**config.mk**
```make
export PLATFORM = sky130hd
export DESIGN_NAME = gpio_port_ctrl_flat
export DESIGN_NICKNAME = d
export VERILOG_FILES = /design/src/rtl/gpio_port_ctrl_if.sv /design/src/rtl/gpio_port_ctrl.sv /design/src/flat_wrapper.sv
export SDC_FILE = /design/constraint.sdc
export NUM_CORES = 1
export LEC_CHECK = 0
export BUFFER_PORTS_ARGS = -buffer_cell sky130_fd_sc_hd__buf_2
export CAP_MARGIN = 0
export CORE_ASPECT_RATIO = 0.7
export CORE_MARGIN = 4
export CORE_UTILIZATION = 45
export DETAILED_ROUTE_END_ITERATION = 10
export GPL_TIMING_DRIVEN = 0
export PLACE_DENSITY_LB_ADDON = 0.15
export SETUP_SLACK_MARGIN = 0.02
export SYNTH_ARGS = -nofsm -noshare
export SYNTH_HDL_FRONTEND = slang
export SYNTH_SLANG_ARGS = --single-unit
```
**constraint.sdc**
```tcl
create_clock -name clk -period 1.55 [get_ports clk]
set_clock_uncertainty 0.1 [all_clocks]
set_input_delay 0.155 -clock clk [delete_from_list [all_inputs] [get_ports clk]]
set_output_delay 0.155 -clock clk [all_outputs]
set_load 0.02 [all_outputs]
```
**src/rtl/gpio_port_ctrl_if.sv**
```systemverilog
// Register bus between the bus bridge (master) and one GPIO port controller (slave).
interface gpio_port_ctrl_if;
   logic        reg_wr;
   logic        reg_rd;
   logic [3:0]  reg_addr;
   logic [31:0] reg_wdata;
   logic [31:0] reg_rdata;

   modport master (output reg_wr, reg_rd, reg_addr, reg_wdata, input reg_rdata);
   modport slave  (input reg_wr, reg_rd, reg_addr, reg_wdata, output reg_rdata);
endinterface

```
**src/rtl/gpio_port_ctrl.sv**
```systemverilog
// GPIO port controller: pad configuration/output registers, input synchroniser,
// edge detection into write-1-clear pending flags and a level interrupt.
module gpio_port_ctrl #(
   parameter int WIDTH       = 16,
   parameter int SYNC_STAGES = 2
) (
   input  logic                 clk,
   input  logic                 rst_n,
   gpio_port_ctrl_if.slave      bus,
   output logic [WIDTH-1:0]     pad_out,
   output logic [WIDTH-1:0]     pad_dir,
   output logic [WIDTH-1:0]     pad_type,
   output logic [2*WIDTH-1:0]   pad_speed,
   output logic [2*WIDTH-1:0]   pad_pupd,
   input  logic [WIDTH-1:0]     pad_in,
   output logic                 irq
);

   typedef enum logic [3:0] {
      A_DIR = 4'h0, A_TYPE = 4'h1, A_OUT  = 4'h2, A_BSR   = 4'h3,
      A_IN  = 4'h4, A_IE   = 4'h5, A_RISE = 4'h6, A_FALL  = 4'h7,
      A_PEND = 4'h8, A_SPEED = 4'h9, A_PUPD = 4'hA
   } addr_e;

   logic [WIDTH-1:0]   dir_q, dir_d, type_q, type_d, out_q, out_d;
   logic [WIDTH-1:0]   ie_q, ie_d, rise_q, rise_d, fall_q, fall_d, pend_q, pend_d;
   logic [2*WIDTH-1:0] speed_q, speed_d, pupd_q, pupd_d;
   logic [31:0]        rdata_q, rdata_d, rd_val;
   logic               irq_q, irq_d;
   logic [SYNC_STAGES-1:0][WIDTH-1:0] sync_q;
   logic [WIDTH-1:0]   prev_q, sync_in, rise_ev, fall_ev, pend_set, pend_clr;
   logic [1:0]         warm_q;
   logic               dly_q, warm_inc, edge_en;

   assign sync_in = sync_q[SYNC_STAGES-1];
   assign rise_ev = sync_in & ~prev_q;
   assign fall_ev = ~sync_in & prev_q;

   // A 3-deep synchroniser needs one extra masked cycle, so the counter
   // idles for the first cycle after reset in that configuration.
   assign warm_inc = (SYNC_STAGES < 3) || dly_q;
   assign edge_en  = (warm_q == 2'd3);
   assign pend_set = edge_en ? ((rise_ev & rise_q) | (fall_ev & fall_q)) : '0;

   always_comb begin
      dir_d    = dir_q;
      type_d   = type_q;
      out_d    = out_q;
      ie_d     = ie_q;
      rise_d   = rise_q;
      fall_d   = fall_q;
      speed_d  = speed_q;
      pupd_d   = pupd_q;
      pend_clr = '0;
      if (bus.reg_wr) begin
         case (bus.reg_addr)
            A_DIR:   dir_d   = bus.reg_wdata[WIDTH-1:0];
            A_TYPE:  type_d  = bus.reg_wdata[WIDTH-1:0];
            A_OUT:   out_d   = bus.reg_wdata[WIDTH-1:0];
            // Set is applied after clear so it wins on a shared bit.
            A_BSR:   out_d   = (out_q & ~bus.reg_wdata[16 +: WIDTH]) | bus.reg_wdata[WIDTH-1:0];
            A_IE:    ie_d    = bus.reg_wdata[WIDTH-1:0];
            A_RISE:  rise_d  = bus.reg_wdata[WIDTH-1:0];
            A_FALL:  fall_d  = bus.reg_wdata[WIDTH-1:0];
            A_PEND:  pend_clr = bus.reg_wdata[WIDTH-1:0];
            A_SPEED: speed_d = bus.reg_wdata[2*WIDTH-1:0];
            A_PUPD:  pupd_d  = bus.reg_wdata[2*WIDTH-1:0];
            default: ;
         endcase
      end
      pend_d = (pend_q & ~pend_clr) | pend_set;
      irq_d  = |(pend_q & ie_q);
   end

   always_comb begin
      rd_val = '0;
      case (bus.reg_addr)
         A_DIR:   rd_val = 32'(dir_q);
         A_TYPE:  rd_val = 32'(type_q);
         A_OUT:   rd_val = 32'(out_q);
         A_IN:    rd_val = 32'(sync_in);
         A_IE:    rd_val = 32'(ie_q);
         A_RISE:  rd_val = 32'(rise_q);
         A_FALL:  rd_val = 32'(fall_q);
         A_PEND:  rd_val = 32'(pend_q);
         A_SPEED: rd_val = 32'(speed_q);
         A_PUPD:  rd_val = 32'(pupd_q);
         default: rd_val = '0;
      endcase
      rdata_d = bus.reg_rd ? rd_val : rdata_q;
   end

   always_ff @(posedge clk or negedge rst_n) begin
      if (!rst_n) begin
         dir_q   <= '0;
         type_q  <= '0;
         out_q   <= '0;
         ie_q    <= '0;
         rise_q  <= '0;
         fall_q  <= '0;
         pend_q  <= '0;
         speed_q <= '0;
         pupd_q  <= '0;
         rdata_q <= '0;
         irq_q   <= 1'b0;
         sync_q  <= '0;
         prev_q  <= '0;
         warm_q  <= 2'd0;
         dly_q   <= 1'b0;
      end else begin
         dir_q   <= dir_d;
         type_q  <= type_d;
         out_q   <= out_d;
         ie_q    <= ie_d;
         rise_q  <= rise_d;
         fall_q  <= fall_d;
         pend_q  <= pend_d;
         speed_q <= speed_d;
         pupd_q  <= pupd_d;
         rdata_q <= rdata_d;
         irq_q   <= irq_d;
         sync_q  <= {sync_q[SYNC_STAGES-2:0], pad_in};
         prev_q  <= sync_in;
         dly_q   <= 1'b1;
         if (warm_inc && !edge_en) warm_q <= warm_q + 2'd1;
      end
   end

   assign pad_out       = out_q;
   assign pad_dir       = dir_q;
   assign pad_type      = type_q;
   assign pad_speed     = speed_q;
   assign pad_pupd      = pupd_q;
   assign irq           = irq_q;
   assign bus.reg_rdata = rdata_q;

endmodule
```
**src/flat_wrapper.sv**
```systemverilog
// flat-port wrapper written by rule: the top's interface ports become plain ports
module gpio_port_ctrl_flat 
#(
   parameter int WIDTH       = 16,
   parameter int SYNC_STAGES = 2
)
  (clk, rst_n, pad_out, pad_dir, pad_type, pad_speed, pad_pupd, pad_in, irq, bus_reg_wr, bus_reg_rd, bus_reg_addr, bus_reg_wdata, bus_reg_rdata);
  gpio_port_ctrl_if bus_i ();
  input  logic clk;
  input  logic rst_n;
  output logic [WIDTH-1:0] pad_out;
  output logic [WIDTH-1:0] pad_dir;
  output logic [WIDTH-1:0] pad_type;
  output logic [2*WIDTH-1:0] pad_speed;
  output logic [2*WIDTH-1:0] pad_pupd;
  input  logic [WIDTH-1:0] pad_in;
  output logic irq;
  input wire logic [$bits(bus_i.reg_wr)-1:0] bus_reg_wr;
  input wire logic [$bits(bus_i.reg_rd)-1:0] bus_reg_rd;
  input wire logic [$bits(bus_i.reg_addr)-1:0] bus_reg_addr;
  input wire logic [$bits(bus_i.reg_wdata)-1:0] bus_reg_wdata;
  output wire logic [$bits(bus_i.reg_rdata)-1:0] bus_reg_rdata;
  assign bus_i.reg_wr = bus_reg_wr;
  assign bus_i.reg_rd = bus_reg_rd;
  assign bus_i.reg_addr = bus_reg_addr;
  assign bus_i.reg_wdata = bus_reg_wdata;
  assign bus_reg_rdata = bus_i.reg_rdata;
  gpio_port_ctrl #(.WIDTH(WIDTH), .SYNC_STAGES(SYNC_STAGES)) u_core (.clk(clk), .rst_n(rst_n), .bus(bus_i), .pad_out(pad_out), .pad_dir(pad_dir), .pad_type(pad_type), .pad_speed(pad_speed), .pad_pupd(pad_pupd), .pad_in(pad_in), .irq(irq));
endmodule
```
==> results of run 1 <==
[through the flow]
step | power, mW | setup TNS [ns] | hold WS, ns | instances | setup WS [ns]
after floorplan | 11.2 | 0 | -0.241 | 813 | 0.0211
after detailed placement | 13.1 | -62.53 | 0.0241 | 1330 | -0.688
after global placement | 12.9 | -1230.76 | 0.164 | 1328 | -4.58
final | 19.7 | 0 | -0.539 | 1424 | 0.0843
after CTS | 19.8 | 0 | -0.529 | 1424 | 0.0203
after global routing | 20.5 | 0 | -0.511 | 1424 | 0.0330
[cell families (layout without fill, tap and decap cells)]
logic type / after synthesis / count (layout) / share of synthesized area [%]
muxes: 202 / 202 / 20.4
DFF: 259 / 259 / 58.1
adders and majority gates: 1 / 1 / 0.112
xor gates and xnor gates: 1 / 1 / 0.0786
buffers and inverters: 55 / 348 / 3.24
AOI/OAI and AO/OA: 172 / 172 / 11.4
and+or+nand+nor: 123 / 123 / 6.63
[critical path, delay by kind of cell (launching register included)]
kind / cells / cell delay, ns
DFF: 1 / 0.40
and+or+nand+nor: 1 / 0.21
AOI/OAI and AO/OA: 2 / 0.60
[area by class of cell]
type	count	area [µm²]
fill	1954	9980
sequential	259	6480
multi-input combinational	499	4330
timing repair buffer	248	1540
clock buffer	37	773
tap	318	398
buffer	50	352
clock inverter	9	126
inverter	4	15.0
[what timing repair did]
item | in CTS | in global routing
endpoints found under the setup margin | 14 | 22
gates resized for setup | 4 | 7
hold endpoints to repair | 336 | 73
[worst min path at each step]
stage / from / endpoint / slack, ns / cells past startpoint
2_1_floorplan: rst_n / u_core.bus.reg_rdata[0]$_DFFE_PN0P_ / -0.24 / 0
3_3_place_gp: pad_in[6] / u_core.sync_q[6]$_DFF_PN0_ / 0.16 / 1
3_5_place_dp: rst_n / u_core.pad_pupd[21]$_DFFE_PN0P_ / 0.02 / 1
4_1_cts: rst_n / u_core.pad_pupd[21]$_DFFE_PN0P_ / -0.53 / 1
5_1_grt: rst_n / u_core.pad_pupd[21]$_DFFE_PN0P_ / -0.51 / 1
6_report: rst_n / u_core.pad_pupd[21]$_DFFE_PN0P_ / -0.54 / 1
[routing by layer]
layer	track usage, %	wire length [µm]
met1	38.9	16400
met2	37.8	15600
met3	5.07	2540
met4	5.51	769
met5	0	0
[layout by cell type, fill, tap and decap left out, drive strengths merged, types with 2 or more instances in the layout]
cell	count
nand3	3
dlygate4sd3	49
o221ai	6
bufinv	3
or2	3
and3	2
mux2i	54
or3b	5
or3	2
a31oi	3
nor4b	7
o22ai	22
a22o	42
buf	240
clkinv	5
dfrtp	259
a221oi	5
nand3b	20
a32oi	3
mux2	145
o2bb2ai	28
a21oi	8
a211oi	5
clkbuf	46
nand2	51
mux4	3
and4bb	3
o21ai	33
nor3	3
nor2b	2
inv	4
nor2	17
a22oi	16
[report_power, final]
| part | switching [mW] | internal [mW] | leakage (nW) |
|---|---|---|---|
| clock | 2.64 | 3.96 | 0.443 |
| combinational | 2.34 | 1.84 | 2.95 |
| sequential | 0.979 | 7.90 | 3.13 |
==> flow_summary.json, run 1 <==
{
  "syn_inst": 813,
  "hold_class": "in -> async",
  "r2r-start": "u_core.ie_q[6]$_DFFE_PN0P_",
  "cts_buffer_depth": 3,
  "setup_violations": 0,
  "drt-pass1-iter-count": 6,
  "rrSetupSlack_ns": 0.08,
  "synth_most_common_cell": "dfrtp_1",
  "routedWlPerCell_um": 24.8,
  "peakVddDrop_uv": 896,
  "gr-total-overflow": 0,
  "vias": 8192,
  "place.gp.congestion": 0.865,
  "syn-cell-area_um2": 11100,
  "cp-end-kind": "flop",
  "core_um2": 24000,
  "slowest_delay_ns": 0.40,
  "port_buffers": 197,
  "viasPerCell": 5.75,
  "cts_max_level": 1,
  "hold_ws_ns": -0.539,
  "grt_pass1_vias": 8335,
  "synth_top_area_share_pct": 58.1,
  "yosysWarnings": 0,
  "ys_types": 54,
  "cts_buffers": 26,
  "drtIter0Drc": 582,
  "yosysSeqAreaShare_pct": 58.1,
  "cp-start-kind": "flop",
  "cap_violations": 0,
  "cts-root-buf": "clkbuf_16",
  "fin_nets": 1145,
  "die_w_um": 196,
  "reg2regPathDepth": 3,
  "dieArea_um2": 27400,
  "rsz0062_at_grt": "no",
  "finalCritPeriodShare_pct": 94.6,
  "dieHeight_um": 140,
  "slowest_stage": "dfrtp_1",
  "design_area_um2": 14000,
  "finalCriticalPeriod_ns": 1.47,
  "synth_ff_type": "dfrtp_1",
  "synth_top_cell_by_area": "dfrtp_1",
  "dp_hpwl_um": 25000,
  "status": "finished, violations left",
  "clkLatencyLatePin_ns": 0.53,
  "n_antenna_cell": 0,
  "critPathRequiredTime_ns": 1.81,
  "worstMarginPinSlew_ns": 0.941,
  "drive_gt1_share_pct": 40.1,
  "placed_cell_area_um2": 12600,
  "powerDensity_nw_per_um2": 1400,
  "grt_max_degree": 119,
  "clk_pin_slew_ns": 0.06,
  "cts_tree": "built",
  "worstSetupEndpoint": "u_core.irq$_DFF_PN0_",
  "power.leakage_nw": 6.53,
  "finalMaxSlewViolations": 0,
  "route.detailed.drc": 0,
  "post_cts.repair.setup_buffers": 0,
  "async_reset_ff_share_pct": 100,
  "arrival_ns": 1.72,
  "crit_fanout": 3,
  "crit_chain": "a22o_1 -> a221oi_1 -> nand4_1",
  "grt_use_total_pct": 25.4,
  "hold_viol": 141,
  "postRouteAntennaNets": 0,
  "start_util_pct": 46.5,
  "synth-edff-count": 0,
  "num_rows": 47,
  "yosys-top-cells-count": "dfrtp_1, mux2_2, mux2i_1",
  "syn2layout_area_growth_pct": 25.7,
  "io_pins": 201,
  "syn_area_per_cell_um2": 13.7,
  "cts.sinks": 259,
  "r2r_end": "u_core.irq$_DFF_PN0_",
  "max-slew-margin-rel_pct": 37.1,
  "clock.fmax_ghz": 0.682,
  "drt-total-wl_um": 35300,
  "crit_type": "reg -> reg",
  "grt_pass1_wl_um": 53500,
  "synth-seq-cells": 259,
  "violations": "hold timing",
  "post-route-util_pct": 58.4,
  "syn-num-nets": 870,
  "crit_start": "u_core.ie_q[6]$_DFFE_PN0P_",
  "synthTopCellsByArea": "dfrtp_1, mux2_2, mux2i_1, a22o_1, o2bb2ai_1",
  "cts_hold_buf": 49,
  "antenna_found_initial": 0
}
No activity file was read; power rests on OpenSTA's default activity.
==> inputs of run 2 (changes only) <==
- CORE_ASPECT_RATIO: 0.7 -> not set
- PLACE_DENSITY: not set -> 0.7
- PLACE_DENSITY_LB_ADDON: 0.15 -> not set
==> flow_summary.json, run 2 (same netlist as run 1, synthesis figures left out) <==
{
  "setup_violations": 0,
  "arrival_ns": 1.83,
  "finalCriticalPeriod_ns": 1.52,
  "drt-pass1-iter-count": 7,
  "cts_tree": "built",
  "routedWlPerCell_um": 24.1,
  "rsz0062_at_grt": "no",
  "reg2regPathDepth": 4,
  "post_cts.repair.setup_buffers": 0,
  "cap_violations": 0,
  "drive_gt1_share_pct": 40.6,
  "clock.fmax_ghz": 0.658,
  "drt-total-wl_um": 34700,
  "start_util_pct": 45.8,
  "cts-root-buf": "clkbuf_16",
  "hold_ws_ns": 0.0425,
  "mostFrequentLayoutCells": "dfrtp_1, buf_2, mux2_2, mux2i_1, dlygate4sd3_1",
  "core_um2": 24300,
  "critPathRequiredTime_ns": 1.86,
  "powerDensity_nw_per_um2": 1410,
  "crit_fanout": 10,
  "grt_use_total_pct": 25.0,
  "fin_nets": 1149,
  "syn2layout_area_growth_pct": 27.0,
  "n_antenna_cell": 0,
  "drtIter0Drc": 790,
  "vias": 8287,
  "crit_start": "bus_reg_addr[3]",
  "grt_max_degree": 124,
  "io_pins": 201,
  "finalMaxSlewViolations": 0,
  "grt_pass1_wl_um": 51300,
  "cp-end-kind": "flop",
  "clk_pin_slew_ns": 0.06,
  "die_w_um": 165,
  "holdPathEnd": "u_core.bus.reg_rdata[10]$_DFFE_PN0P_",
  "dp_hpwl_um": 23800,
  "hold_class": "in -> reg",
  "num_rows": 57,
  "max-slew-margin-rel_pct": 46.5,
  "peakVddDrop_uv": 1070,
  "finalCritPeriodShare_pct": 98.0,
  "antenna_found_initial": 0,
  "status": "finished, final reports clean",
  "r2r-start": "u_core.pad_type[12]$_DFFE_PN0P_",
  "cp-start-kind": "primary input",
  "hold_viol": 0,
  "rrSetupSlack_ns": 0.05,
  "worstMarginPinSlew_ns": 0.801,
  "r2r_end": "u_core.bus.reg_rdata[12]$_DFFE_PN0P_",
  "dieHeight_um": 165,
  "postRouteAntennaNets": 0,
  "cts_buffer_depth": 3,
  "cts.sinks": 259,
  "tns_ns": 0,
  "crit_type": "in -> reg",
  "hold_start": "bus_reg_addr[1]",
  "clkLatencyLatePin_ns": 0.55,
  "place.gp.congestion": 0.912,
  "gr-total-overflow": 0,
  "viasPerCell": 5.76,
  "cts_buffers": 28,
  "grt_pass1_vias": 8259,
  "cts_max_level": 1,
  "layout_commonest_cell": "dfrtp_1",
  "dieArea_um2": 27400,
  "whs_path_depth": 4,
  "power.leakage_nw": 6.59,
  "port_buffers": 197,
  "route.detailed.drc": 0
}
[run 2: power breakdown]
| part | switching, mW | internal [mW] |
|---|---|---|
| clock | 2.68 | 4.23 |
| combinational | 2.39 | 1.86 |
| sequential | 0.982 | 7.90 |
| total | 6.05 | 14.0 |
[run 2: layout make-up]
type / instances / area (µm²)
tap: 324 / 405
clock buffer: 45 / 886
sequential: 259 / 6480
clock inverter: 7 / 88.8
multi-input combinational: 499 / 4370
fill: 1975 / 10200
inverter: 4 / 15.0
buffer: 50 / 357
timing repair buffer: 250 / 1560
[run 2: worst max-delay path by stage]
| stage | endpoint | depth (start not counted) |
|---|---|---|
| 2_1_floorplan | u_core.fall_q[10]$_DFFE_PN0P_ | 6 |
| 3_3_place_gp | u_core.sync_q[7]$_DFF_PN0_ | 1 |
| 3_5_place_dp | u_core.bus.reg_rdata[12]$_DFFE_PN0P_ | 8 |
| 4_1_cts | u_core.bus.reg_rdata[12]$_DFFE_PN0P_ | 8 |
| 5_1_grt | u_core.bus.reg_rdata[12]$_DFFE_PN0P_ | 4 |
| 6_report | u_core.bus.reg_rdata[12]$_DFFE_PN0P_ | 8 |
[run 2: routing by layer]
metal	share of wire [%]	GRT usage, %	up-vias
met1	42	34.9	4258
li1	-	-	3605
met5	0	0	-
met3	7.9	4.62	70
met4	3.1	7.05	0
met2	47	40.3	354
[run 2: critical path, cell delays in order]
cell	delay (ns)
buf_2	0.14
buf_6	0.15
buf_6	0.20
buf_8	0.23
mux2i_2	0.32
o22ai_2	0.16
a211oi_4	0.37
o2bb2ai_2	0.09
[run 2: metrics by stage]
step / utilization, % / instances / area [µm²] / power, mW / worst slack [ns]
detailed placement: 51.8 / 1336 / 12600 / 13.0 / -0.793
global route: 58.2 / 1438 / 14200 / 20.8 / 0.0394
finish: 58.2 / 1438 / 14200 / 20.0 / 0.0312
floorplan: - / 813 / 11100 / 11.2 / 0.0211
CTS: 58.0 / 1438 / 14100 / 20.1 / 0.0258
global placement: 51.6 / 1334 / 12500 / 12.9 / -4.48
[run 2: repair_timing]
action                     in CTS  in global routing
hold endpoints to repair      454                  0
resized for setup               7                 11
hold buffers                   51                  0
setup endpoints to repair      15                 11
pin swaps                       1                  1
==> inputs of run 3 (changes only) <==
- clock period: 1.55 -> 1.4 ns (I/O delays scaled with it)
==> flow_summary.json, run 3 (same netlist as run 1, synthesis figures left out) <==
{
  "grt_pass1_wl_um": 53100,
  "start_util_pct": 45.8,
  "viasPerCell": 5.77,
  "pwr-share-seq_pct": 42.1,
  "cts-root-buf": "clkbuf_16",
  "gr-total-overflow": 0,
  "finalCritPeriodShare_pct": 105,
  "drive_gt1_share_pct": 44.3,
  "switching_share_pct": 29.8,
  "route.detailed.drc": 0,
  "hold_ws_ns": -0.614,
  "cap_violations": 0,
  "io_pins": 201,
  "violations": "hold timing, setup timing",
  "intPower_mw": 16.4,
  "crit_type": "in -> reg",
  "finalMaxSlewViolations": 0,
  "cp-end-kind": "flop",
  "clkLatencyLatePin_ns": 0.54,
  "hold_viol": 160,
  "dieArea_um2": 27400,
  "hold_class": "in -> async",
  "post-route-util_pct": 61.1,
  "switchingPower_mw": 6.99,
  "arrival_ns": 1.77,
  "place.gp.congestion": 0.896,
  "core_um2": 24300,
  "routedWlPerCell_um": 24.2,
  "grt_max_degree": 119,
  "syn2layout_area_growth_pct": 33.4,
  "dieHeight_um": 165,
  "fin_nets": 1186,
  "grt_pass1_vias": 8565,
  "powerDensity_nw_per_um2": 1580,
  "cts_buffers": 28,
  "cts_max_level": 1,
  "fillers": 1930,
  "power.leakage_nw": 6.93,
  "drt-pass1-iter-count": 5,
  "peakVddDrop_uv": 1290,
  "mostFrequentLayoutCells": "dfrtp_1, buf_2, mux2_2, mux2i_1, dlygate4sd3_1",
  "p_comb_share_pct": 22.9,
  "antenna_found_initial": 1,
  "layout_commonest_cell": "dfrtp_1",
  "setup_violations": 3,
  "clk_pin_slew_ns": 0.06,
  "path_buf_inv": 4,
  "num_rows": 57,
  "cts_buffer_depth": 3,
  "clock.fmax_ghz": 0.683,
  "cts_hold_buf": 52,
  "cp_common_cell": "buf_6",
  "port_buffers": 197,
  "grt_use_total_pct": 25.8,
  "vias": 8511,
  "drt-total-wl_um": 35700,
  "postRouteAntennaNets": 0,
  "die_w_um": 165,
  "status": "finished, violations left",
  "cts.sinks": 259,
  "crit_chain": "buf_2 -> buf_12 -> buf_6 -> buf_6 -> mux2i_1 -> o22ai_1 -> a211oi_2 -> o2bb2ai_1",
  "critPathRequiredTime_ns": 1.71,
  "finalCriticalPeriod_ns": 1.46,
  "worstMarginPinSlew_ns": 0.775,
  "tns_ns": -0.0794,
  "dp_hpwl_um": 24100,
  "slowest_stage": "a211oi_2",
  "rsz0062_at_grt": "yes",
  "max-slew-margin-rel_pct": 48.2,
  "cp-start-kind": "primary input",
  "cts_tree": "built",
  "p_clk_share_pct": 35.0,
  "cp_top_family": "buffers and inverters",
  "crit_fanout": 10,
  "slowest_delay_ns": 0.37,
  "drtIter0Drc": 711,
  "finalWorstSetupSlack_ns": -0.0646
}
-- run 3: changes by cell type in the layout (fill, tap and decap cells not counted), moves of 5 or more --
| cell | before | now |
|---|---|---|
| clkbuf_1 | 12 | 7 |
| buf_6 | 12 | 43 |
| buf_4 | 11 | 50 |
| buf_2 | 211 | 169 |
| buf_8 | 2 | 7 |
| clkbuf_8 | 10 | 4 |
-- run 3: layer usage --
| metal | GRT usage (%) | vias up | share of wire [%] |
|---|---|---|---|
| li1 | - | 3696 | - |
| met1 | 35.1 | 4307 | 41 |
| met2 | 41.5 | 425 | 47 |
| met3 | 4.72 | 83 | 8.1 |
| met4 | 9.71 | 0 | 3.9 |
| met5 | 0 | - | 0 |
-- run 3: worst register-to-register path, delay by kind of cell (launching register included) --
family	cells	cell delay (ns)
flops	1	0.43
mux	1	0.19
compound gates	3	0.61
-- run 3: repair_timing --
item / CTS / global route
endpoints found under the hold margin: 357 / 160
cloned: 0 / 0
resized for setup: 28 / 70
setup buffers: 13 / 23
pin swaps: 4 / 11
setup endpoints to repair: 58 / 75
-- run 3: area by class of cell --
cell class / instances / area (µm²) / share of cell area (%)
Inverter: 4 / 15.0 / 0.101
Timing Repair Buffer: 287 / 2040 / 13.7
Tap cell: 324 / 405 / 2.73
Buffer: 50 / 432 / 2.90
Sequential cell: 259 / 6480 / 43.6
Antenna cell: 1 / 2.50 / 0.0168
Clock inverter: 17 / 249 / 1.67
Clock buffer: 35 / 788 / 5.30
Multi-Input combinational cell: 499 / 4450 / 29.9
-- run 3: path summary, 6_finish.rpt --
path                            cells after the start                           start                                   end  slack [ns]
worst max register to register                      4  u_core.pad_out[12]$_DFFE_PN0P_  u_core.bus.reg_rdata[12]$_DFFE_PN0P_       -0.06
worst max-delay path                                8                 bus_reg_addr[3]  u_core.bus.reg_rdata[12]$_DFFE_PN0P_       -0.06
worst min-delay path                                1                           rst_n  u_core.bus.reg_rdata[18]$_DFFE_PN0P_       -0.61
min in group clk                                    3                      bus_reg_wr        u_core.pad_pupd[0]$_DFFE_PN0P_        0.02
worst min register to register                      0     u_core.sync_q[10]$_DFF_PN0_          u_core.sync_in[10]$_DFF_PN0_        0.24
max in group asynchronous                           3                           rst_n          u_core.rise_q[7]$_DFFE_PN0P_        0.50
-- run 3: stage by stage --
step / cells / setup slack, ns / instance area, µm² / power [mW]
6_report: 1476 / -0.0646 / 14900 / 23.4
5_1_grt: 1476 / -0.0853 / 14900 / 24.3
4_1_cts: 1452 / -0.0583 / 14500 / 23.0
3_5_place_dp: 1336 / -0.919 / 12700 / 14.5
3_3_place_gp: 1334 / -4.64 / 12600 / 14.4
2_1_floorplan: 813 / -0.0429 / 11300 / 12.5
-- run 3: power groups by stage --
stage	Clock (mW)	Combinational [mW]	Sequential [mW]
final	8.20	5.36	9.87
after global routing	8.64	5.71	9.99
after global placement	0	4.47	9.89
after CTS	8.30	4.94	9.81
after detailed placement	0	4.57	9.93
after floorplan	0	1.87	10.6
